**src/rtl/operand_read_stage_pkg.sv**
```systemverilog
// Shared types for the register-read stage: instruction bundle, held operand bundle,
// and source-field extraction helpers.
package operand_read_stage_pkg;

    localparam int INSN_ADDR_W = 32;
    localparam int OPERAND_W   = 32;
    localparam int REG_COUNT   = 32;
    localparam int FIELD_W     = 5;

    // Address is word aligned, so bits [1:0] are not carried.
    typedef struct packed {
        logic [INSN_ADDR_W-1:2] addr;
        logic [31:0]            insn;
    } InsnBundle;

    typedef struct packed {
        InsnBundle              insn;
        logic [OPERAND_W-1:0]   rs1_val;
        logic [OPERAND_W-1:0]   rs2_val;
        logic                   valid;
    } OperandBundle;

    function automatic logic [FIELD_W-1:0] rs1_idx(input logic [31:0] insn);
        return insn[19:15];
    endfunction

    function automatic logic [FIELD_W-1:0] rs2_idx(input logic [31:0] insn);
        return insn[24:20];
    endfunction

endpackage

```
**src/rtl/operand_read_stage_if.sv**
```systemverilog
// Decode-side and execute-side handshake bundle of the register-read stage.
interface operand_read_stage_if;
    import operand_read_stage_pkg::*;

    logic                 in_valid;
    logic                 in_ready;
    InsnBundle            in_insn;
    logic                 out_valid;
    logic                 out_ready;
    InsnBundle            out_insn;
    logic [OPERAND_W-1:0] out_rs1_val;
    logic [OPERAND_W-1:0] out_rs2_val;

    modport master (
        output in_valid, in_insn, out_ready,
        input  in_ready, out_valid, out_insn, out_rs1_val, out_rs2_val
    );

    modport slave (
        input  in_valid, in_insn, out_ready,
        output in_ready, out_valid, out_insn, out_rs1_val, out_rs2_val
    );

endinterface

```
**src/rtl/operand_read_stage_read_slot.sv**
```systemverilog
// One held instruction with operands; load/clear control and, with
// OPERAND_READ_BYPASS_EN defined, writeback snooping of the held operands.
module operand_read_stage_read_slot
    import operand_read_stage_pkg::*;
#(
    parameter int RIDX_W = $clog2(REG_COUNT)
) (
    input  logic                 clk,
    input  logic                 rst,
    input  logic                 load,
    input  logic                 clear,
    input  OperandBundle         load_data,
    input  logic                 wb_valid,
    input  logic [RIDX_W-1:0]    wb_rd,
    input  logic [OPERAND_W-1:0] wb_data,
    output OperandBundle         q,
    output OperandBundle         fwd
);

    OperandBundle slot_r;
    OperandBundle fwd_s;
    OperandBundle next_s;

`ifdef OPERAND_READ_BYPASS_EN
    logic [FIELD_W-1:0] rs1_full_s;
    logic [FIELD_W-1:0] rs2_full_s;
    logic [RIDX_W-1:0]  rs1_s;
    logic [RIDX_W-1:0]  rs2_s;

    // Held contents with this cycle's writeback folded in (x0 never replaced).
    always_comb begin
        fwd_s      = slot_r;
        rs1_full_s = rs1_idx(slot_r.insn.insn);
        rs2_full_s = rs2_idx(slot_r.insn.insn);
        rs1_s      = rs1_full_s[RIDX_W-1:0];
        rs2_s      = rs2_full_s[RIDX_W-1:0];
        if (wb_valid && (wb_rd == rs1_s) && (rs1_s != {RIDX_W{1'b0}})) begin
            fwd_s.rs1_val = wb_data;
        end else begin
            fwd_s.rs1_val = slot_r.rs1_val;
        end
        if (wb_valid && (wb_rd == rs2_s) && (rs2_s != {RIDX_W{1'b0}})) begin
            fwd_s.rs2_val = wb_data;
        end else begin
            fwd_s.rs2_val = slot_r.rs2_val;
        end
    end
`else
    logic unused_wb_s;

    // Without bypass the held operands never change.
    always_comb begin
        fwd_s       = slot_r;
        unused_wb_s = wb_valid ^ (^wb_rd) ^ (^wb_data);
    end
`endif

    // Clear only drops valid; payload is don't-care once invalid.
    always_comb begin
        next_s = fwd_s;
        if (clear) begin
            next_s.valid = 1'b0;
        end else if (load) begin
            next_s = load_data;
        end else begin
            next_s = fwd_s;
        end
    end

    // Slot register with synchronous active-low reset.
    always_ff @(posedge clk) begin
        if (!rst) begin
            slot_r <= {$bits(OperandBundle){1'b0}};
        end else begin
            slot_r <= next_s;
        end
    end

    assign q   = slot_r;
    assign fwd = fwd_s;

endmodule

```
**src/rtl/operand_read_stage.sv**
```systemverilog
// Register-read stage: output register O plus one skid slot S behind a valid/ready
// handshake, with flush. OPERAND_READ_BYPASS_EN enables writeback bypass/snoop.
module operand_read_stage
    import operand_read_stage_pkg::*;
#(
    parameter int ADDR_WIDTH = INSN_ADDR_W,
    parameter int XLEN       = OPERAND_W,
    parameter int NREGS      = REG_COUNT,
    localparam int RIDX_W    = $clog2(NREGS)
) (
    input  logic                clk,
    input  logic                rst,
    operand_read_stage_if.slave bus,
    output logic [RIDX_W-1:0]   rf_raddr1,
    output logic [RIDX_W-1:0]   rf_raddr2,
    input  logic [XLEN-1:0]     rf_rdata1,
    input  logic [XLEN-1:0]     rf_rdata2,
    input  logic                wb_valid,
    input  logic [RIDX_W-1:0]   wb_rd,
    input  logic [XLEN-1:0]     wb_data,
    input  logic                flush
);

    // Bundle widths come from the package, so the parameters must agree with it.
    if ((ADDR_WIDTH != INSN_ADDR_W) || (XLEN != OPERAND_W)) begin : g_cfg_mismatch
        $error("operand_read_stage: ADDR_WIDTH/XLEN must match operand_read_stage_pkg");
    end

    logic [FIELD_W-1:0] rs1_full_s;
    logic [FIELD_W-1:0] rs2_full_s;
    logic [XLEN-1:0]    op1_s;
    logic [XLEN-1:0]    op2_s;
    OperandBundle       in_bundle_s;

    OperandBundle o_q, o_fwd_s, o_data_s;
    OperandBundle s_q, s_fwd_s;
    logic         o_load_s, o_clear_s, s_load_s, s_clear_s;
    logic         in_ready_s, accept_s, fire_s, o_free_s;

    // Register file addressing straight from the incoming instruction.
    always_comb begin
        rs1_full_s = rs1_idx(bus.in_insn.insn);
        rs2_full_s = rs2_idx(bus.in_insn.insn);
        rf_raddr1  = rs1_full_s[RIDX_W-1:0];
        rf_raddr2  = rs2_full_s[RIDX_W-1:0];
    end

    // Operand select at accept: x0 first, then writeback bypass, then register file.
    always_comb begin
        if (rf_raddr1 == {RIDX_W{1'b0}}) begin
            op1_s = {XLEN{1'b0}};
`ifdef OPERAND_READ_BYPASS_EN
        end else if (wb_valid && (wb_rd == rf_raddr1)) begin
            op1_s = wb_data;
`endif
        end else begin
            op1_s = rf_rdata1;
        end
        if (rf_raddr2 == {RIDX_W{1'b0}}) begin
            op2_s = {XLEN{1'b0}};
`ifdef OPERAND_READ_BYPASS_EN
        end else if (wb_valid && (wb_rd == rf_raddr2)) begin
            op2_s = wb_data;
`endif
        end else begin
            op2_s = rf_rdata2;
        end
        in_bundle_s.insn    = bus.in_insn;
        in_bundle_s.rs1_val = op1_s;
        in_bundle_s.rs2_val = op2_s;
        in_bundle_s.valid   = 1'b1;
    end

    // in_ready depends only on held state and reset, never on out_ready.
    assign in_ready_s = !s_q.valid && rst;
    assign fire_s     = o_q.valid && bus.out_ready;
    assign accept_s   = bus.in_valid && in_ready_s && !flush;
    assign o_free_s   = !o_q.valid || fire_s;

    // Slot steering; S always drains into O before anything new reaches O.
    always_comb begin
        o_load_s  = 1'b0;
        o_clear_s = 1'b0;
        s_load_s  = 1'b0;
        s_clear_s = 1'b0;
        o_data_s  = in_bundle_s;
        if (flush) begin
            o_clear_s = 1'b1;
            s_clear_s = 1'b1;
        end else if (o_free_s) begin
            if (s_q.valid) begin
                o_load_s  = 1'b1;
                o_data_s  = s_fwd_s;
                s_clear_s = 1'b1;
            end else if (accept_s) begin
                o_load_s  = 1'b1;
                o_data_s  = in_bundle_s;
            end else begin
                o_clear_s = 1'b1;
            end
        end else begin
            if (accept_s) begin
                s_load_s = 1'b1;
            end else begin
                s_load_s = 1'b0;
            end
        end
    end

    operand_read_stage_read_slot #(.RIDX_W(RIDX_W)) u_slot_o (
        .clk       (clk),
        .rst       (rst),
        .load      (o_load_s),
        .clear     (o_clear_s),
        .load_data (o_data_s),
        .wb_valid  (wb_valid),
        .wb_rd     (wb_rd),
        .wb_data   (wb_data),
        .q         (o_q),
        .fwd       (o_fwd_s)
    );

    operand_read_stage_read_slot #(.RIDX_W(RIDX_W)) u_slot_s (
        .clk       (clk),
        .rst       (rst),
        .load      (s_load_s),
        .clear     (s_clear_s),
        .load_data (in_bundle_s),
        .wb_valid  (wb_valid),
        .wb_rd     (wb_rd),
        .wb_data   (wb_data),
        .q         (s_q),
        .fwd       (s_fwd_s)
    );

    logic unused_o_fwd_s;
    assign unused_o_fwd_s = ^o_fwd_s;

    assign bus.in_ready    = in_ready_s;
    assign bus.out_valid   = o_q.valid;
    assign bus.out_insn    = o_q.insn;
    assign bus.out_rs1_val = o_q.rs1_val;
    assign bus.out_rs2_val = o_q.rs2_val;

endmodule

```
**src/flat_wrapper.sv**
```systemverilog
// flat-port wrapper written by rule: the top's interface ports become plain ports
module operand_read_stage_flat import operand_read_stage_pkg::*;
#(
    parameter int ADDR_WIDTH = INSN_ADDR_W,
    parameter int XLEN       = OPERAND_W,
    parameter int NREGS      = REG_COUNT,
    localparam int RIDX_W    = $clog2(NREGS)
)
  (clk, rst, rf_raddr1, rf_raddr2, rf_rdata1, rf_rdata2, wb_valid, wb_rd, wb_data, flush, bus_in_valid, bus_in_insn, bus_out_ready, bus_in_ready, bus_out_valid, bus_out_insn, bus_out_rs1_val, bus_out_rs2_val);
  operand_read_stage_if bus_i ();
  input  logic clk;
  input  logic rst;
  output logic [RIDX_W-1:0] rf_raddr1;
  output logic [RIDX_W-1:0] rf_raddr2;
  input  logic [XLEN-1:0] rf_rdata1;
  input  logic [XLEN-1:0] rf_rdata2;
  input  logic wb_valid;
  input  logic [RIDX_W-1:0] wb_rd;
  input  logic [XLEN-1:0] wb_data;
  input  logic flush;
  input wire logic [$bits(bus_i.in_valid)-1:0] bus_in_valid;
  input wire logic [$bits(bus_i.in_insn)-1:0] bus_in_insn;
  input wire logic [$bits(bus_i.out_ready)-1:0] bus_out_ready;
  output wire logic [$bits(bus_i.in_ready)-1:0] bus_in_ready;
  output wire logic [$bits(bus_i.out_valid)-1:0] bus_out_valid;
  output wire logic [$bits(bus_i.out_insn)-1:0] bus_out_insn;
  output wire logic [$bits(bus_i.out_rs1_val)-1:0] bus_out_rs1_val;
  output wire logic [$bits(bus_i.out_rs2_val)-1:0] bus_out_rs2_val;
  assign bus_i.in_valid = bus_in_valid;
  assign bus_i.in_insn = bus_in_insn;
  assign bus_i.out_ready = bus_out_ready;
  assign bus_in_ready = bus_i.in_ready;
  assign bus_out_valid = bus_i.out_valid;
  assign bus_out_insn = bus_i.out_insn;
  assign bus_out_rs1_val = bus_i.out_rs1_val;
  assign bus_out_rs2_val = bus_i.out_rs2_val;
  operand_read_stage #(.ADDR_WIDTH(ADDR_WIDTH), .XLEN(XLEN), .NREGS(NREGS)) u_core (.clk(clk), .rst(rst), .bus(bus_i), .rf_raddr1(rf_raddr1), .rf_raddr2(rf_raddr2), .rf_rdata1(rf_rdata1), .rf_rdata2(rf_rdata2), .wb_valid(wb_valid), .wb_rd(wb_rd), .wb_data(wb_data), .flush(flush));
endmodule
```
**config.mk**
```make
export PLATFORM = sky130hd
export DESIGN_NAME = operand_read_stage_flat
export DESIGN_NICKNAME = d
export VERILOG_FILES = /design/src/rtl/operand_read_stage_pkg.sv /design/src/rtl/operand_read_stage_if.sv /design/src/rtl/operand_read_stage_read_slot.sv /design/src/rtl/operand_read_stage.sv /design/src/flat_wrapper.sv
export SDC_FILE = /design/constraint.sdc
export NUM_CORES = 1
export LEC_CHECK = 0
export BUFFER_PORTS_ARGS = -buffer_cell sky130_fd_sc_hd__buf_2
export CAP_MARGIN = 10
export CORE_AREA = 5 5 170 172
export DETAILED_ROUTE_END_ITERATION = 8
export DIE_AREA = 0 0 175 177
export GPL_TIMING_DRIVEN = 0
export HOLD_SLACK_MARGIN = 0.12
export PLACE_DENSITY = 0.77
export SLEW_MARGIN = 5
export SYNTH_ARGS = -nofsm -noshare
export SYNTH_HDL_FRONTEND = slang
export SYNTH_HIERARCHICAL = 1
export SYNTH_SLANG_ARGS = --single-unit
```
**constraint.sdc**
```tcl
create_clock -name clk -period 4.79 [get_ports clk]
set_input_delay 0.7185 -clock clk [delete_from_list [all_inputs] [get_ports clk]]
set_output_delay 0.7185 -clock clk [all_outputs]
set_load 0.01 [all_outputs]
```
# == Word-level counts from Yosys, hierarchy flattened ==
# Index checks and enable logic that the tools add are counted.
# totals
register_bits,254
in_bits,169
out_inout_bits,138
elab_cells,45
# op_classes
mux,18
bitwise,3
n_reduce_logical,14
# ops
cell,n
127-bit two-way mux,3
32-bit two-way mux,2
1-bit two-way mux,13
5-bit zero test,2
1-bit logical AND,4
2-bit AND reduction,2
2-bit OR reduction,2
1-bit zero test,3
1-bit inverter,3
1-bit logical OR,1

# == Logic depth before layout (Yosys ltp) ==
# logic_depth
word_depth,10
ltp_mapped,9
ltp_nobuf,5

# == By module ==
# The synthesis kept the hierarchy.
# by_module_without_submodules
module,instances,cells_per_inst,area_each_um2,seq_area_each_um2
operand_read_stage_read_slot,2,677,6014.5,2542.4
operand_read_stage,1,367,2752.6,0.0

# == Least setup slack after synthesis ==
# Ideal clock, no wire load.
# synth_path
kind,in2reg
start,in rst
end,reg u_core.u_slot_s.slot_r (netlist bit u_core/u_slot_s/fwd[100])
setup_time_ns,0.072
arrival_ns,1.932
required_ns,4.718
setup_slack_ns,2.786
stages,7
cell_sequence,nor2b_1 -> and4b_1 -> nor2b_4 -> buf_6 -> buf_8 -> buf_8 -> mux2i_1
# synth_via
elab_chain_cells,7
# synth_lines
item,line,rtl
"start, declared",flat_wrapper.sv:12,input logic rst;
1-bit logical AND,operand_read_stage.sv:75,assign in_ready_s = !s_q.valid && rst;
1-bit logical AND (2 in series),operand_read_stage.sv:77,assign accept_s = bus.in_valid && in_ready_s && !flush;
1-bit two-way mux,operand_read_stage.sv:102,if (accept_s) begin
1-bit two-way mux,operand_read_stage.sv:90,end else if (o_free_s) begin
1-bit two-way mux,operand_read_stage.sv:87,if (flush) begin
via u_core.s_load_s,operand_read_stage.sv:37,"logic o_load_s, o_clear_s, s_load_s, s_clear_s;"
2-bit AND reduction (no source line),n/a,
"end signal, assigned",operand_read_stage_read_slot.sv:73,slot_r <= {$bits(OperandBundle){1'b0}};
"end signal, assigned",operand_read_stage_read_slot.sv:75,slot_r <= next_s;
"end, declared",operand_read_stage_read_slot.sv:20,OperandBundle slot_r;
# The timed path passes the listed nets, and every way through them passes these cells.
# A chain may end at the register's enable or synchronous reset.

# == Worst setup path after layout ==
# layout_path
start,reg u_core.u_slot_s.slot_r (netlist bit u_core/u_slot_s/fwd[0])
end,out bus_in_ready
# layout_via
elab_chain_cells,2
# layout_lines
item,line,rtl
1-bit zero test,operand_read_stage.sv:75,
1-bit logical AND,operand_read_stage.sv:75,
"end, declared",flat_wrapper.sv:24,output wire logic [$bits(bus_i.in_ready)-1:0] bus_in_ready;
# Every way passes these cells.

==> results_dict.tcl <==
set metrics [dict create \
    layout.cells.non_filler 2262 \
    ant_nets 0 \
    cp-end-kind "output port" \
    synth_cells 1595 \
    hold_class "in -> reg" \
    syn_to_final_growth_pct 19.5 \
    start_kind "flop" \
    post_drt_wl_per_cell_um 15.7 \
    via_per_inst 4.87 \
    dpl.cell_count 2209 \
    setup_viol 0 \
    p_seq_share_pct 45.8 \
    period_minus_slack_ns 2.13 \
    ios 307 \
    cts_buffers 28 \
    die_area_sq_um 31000 \
    drive_above_1_share_pct 34.4 \
    fin_skew_ns 0.00838 \
    ctsHoldBuffers 0 \
    antenna_found_initial 6 \
    cts-root-buf "clkbuf_16" \
    cts_sinks 254 \
    setup-tns-final_ns 0 \
    ctsLongestPathBuffers 3 \
    ys_warn_count 6 \
    tightest_slew_ns 0.565 \
    status "finished clean" \
    path_buf_inv 2 \
    rows 61 \
    grt_start_max_net_pins 14 \
    p_switching_mw 1.10 \
    cp_top_family "buffers and inverters" \
    htree_levels 1 \
    start_util_pct 50.6 \
    p_per_area_nw_per_um2 281 \
    hpwlAfterDp_um 26200 \
    power_leakage_nw 7.07 \
    fin_crit_sh_pct 44.4 \
    placed_area_sq_um 15600 \
    internal-power_mw 3.54 \
    crit_slowest_cell "dfxtp_1" \
    final-hold-violation-count 0 \
    dpl_worst_slack_ns 2.44 \
    fmax_mhz 470 \
    critPathMaxFanout 4 \
    fillers 2364 \
    nNetsFinal 2062 \
    maxCapViolCount 0 \
    syn_nets 1764 \
    pwr-share-clk_pct 45.5 \
    drt_wl_total_um 35400 \
    path_cells "buf_4, nor2b_1, buf_2" \
    cts_setup_buffers 0 \
    die_x_um 175 \
    utilization_pct 60.5 \
    clk_pin_slew_worst_paths_ns 0.06 \
    core-area_sq_um 27300 \
    drc 0 \
    sw_frac_of_total_pct 23.8 \
    cp.required_ns 4.07 \
    die_h_um 177 \
    critical_path_class "reg -> out" \
    syn_area_per_cell_sq_um 8.67 \
    max-vdd-ir-drop_mv 0.194 \
    gr-usage-all-layers_pct 22.1 \
    reg2reg_slack_ns 2.73 \
    gr-total-overflow 0 \
    grt_pass1_vias 11100 \
    clk_latency_ns 0.53 \
    whs_ns 0.438 \
    numPortBuffers 268 \
    cts_tree "yes" \
    rsz0062_at_grt "no" \
    grt_pass1_wl_um 56400 \
    final_area_sq_um 16500 \
    crit_arrival_ns 1.41 \
    place_congestion 0.817 \
    slew_viol_final 0 \
    relSlewSlack_pct 62.3 \
    cts_resized 0 \
    finalPower_mw 4.64 \
    drt_iter0_markers 557 \
    vias 11000 \
    power_frac_comb_pct 8.7 \
    cp_slowest_stage_delay_ns 0.32 \
    layout_setup_ws_ns 2.66 \
    synth_area_sq_um 13800 \
    firstDrtPassIters 6 \
]
[per-layer routing]
layer	GRT usage (%)	share of wire, %	vias up
li1	-	-	5544
met1	27.9	44	5133
met2	38.8	48	283
met3	4.34	6.1	53
met4	5.76	1.9	6
met5	0	0.096	-
[layout by cell type (no fill, tap or decap), types with 2 or more instances in the layout]
cell,n
a21o_1,2
buf_2,299
buf_4,164
buf_6,13
buf_8,10
clkbuf_1,30
clkbuf_16,29
clkbuf_2,6
clkbuf_8,10
clkinv_2,3
dfxtp_1,254
diode_2,3
inv_1,128
mux2_1,5
mux2_2,57
mux2i_1,318
nand2_1,504
nand2b_1,2
nor2b_4,3
nor3b_1,2
o21ai_1,4
o21ai_2,60
or4_4,2
[path summary, 6_finish.rpt]
kind / startpoint / depth (start not counted) / endpoint
worst min register to register: u_core/u_slot_o/fwd[68] / 2 / u_core/u_slot_o/fwd[68]
worst min-delay path: bus_in_insn[42] / 3 / u_core/u_slot_s/fwd[107]
worst max-delay path: u_core/u_slot_s/fwd[0] / 3 / bus_in_ready
worst max register to register: u_core/u_slot_o/fwd[0] / 9 / u_core/u_slot_o/fwd[60]
[cell type report]
type | count | area, sq um | share of cell area, %
antenna | 3 | 7.51 | 0.0454
tap | 346 | 433 | 2.62
timing repair buffer | 268 | 1340 | 8.11
multi-input combinational | 965 | 6470 | 39.1
clock buffer | 45 | 886 | 5.36
inverter | 128 | 480 | 2.91
clock inverter | 5 | 31.3 | 0.189
buffer | 248 | 1800 | 10.9
sequential | 254 | 5080 | 30.8
[sequential cells by signal, summed over array words and instances, names as in the netlist]
name and flops:
u_core/u_slot_s/fwd 127, u_core/u_slot_o/fwd 127
[worst min-delay path, cell delays in order]
cell     delay, ns
buf_2         0.10
nand2_1       0.05
mux2i_1       0.05
[power by group through the flow]
stage	logic [mW]	registers (mW)	clock network (mW)
after global placement	0.396	2.17	0
after CTS	0.405	2.12	2.16
final	0.405	2.13	2.11
after floorplan	0.245	2.17	0
after detailed placement	0.402	2.17	0
after global routing	0.447	2.12	2.26
(Power assumes the default switching activity.)
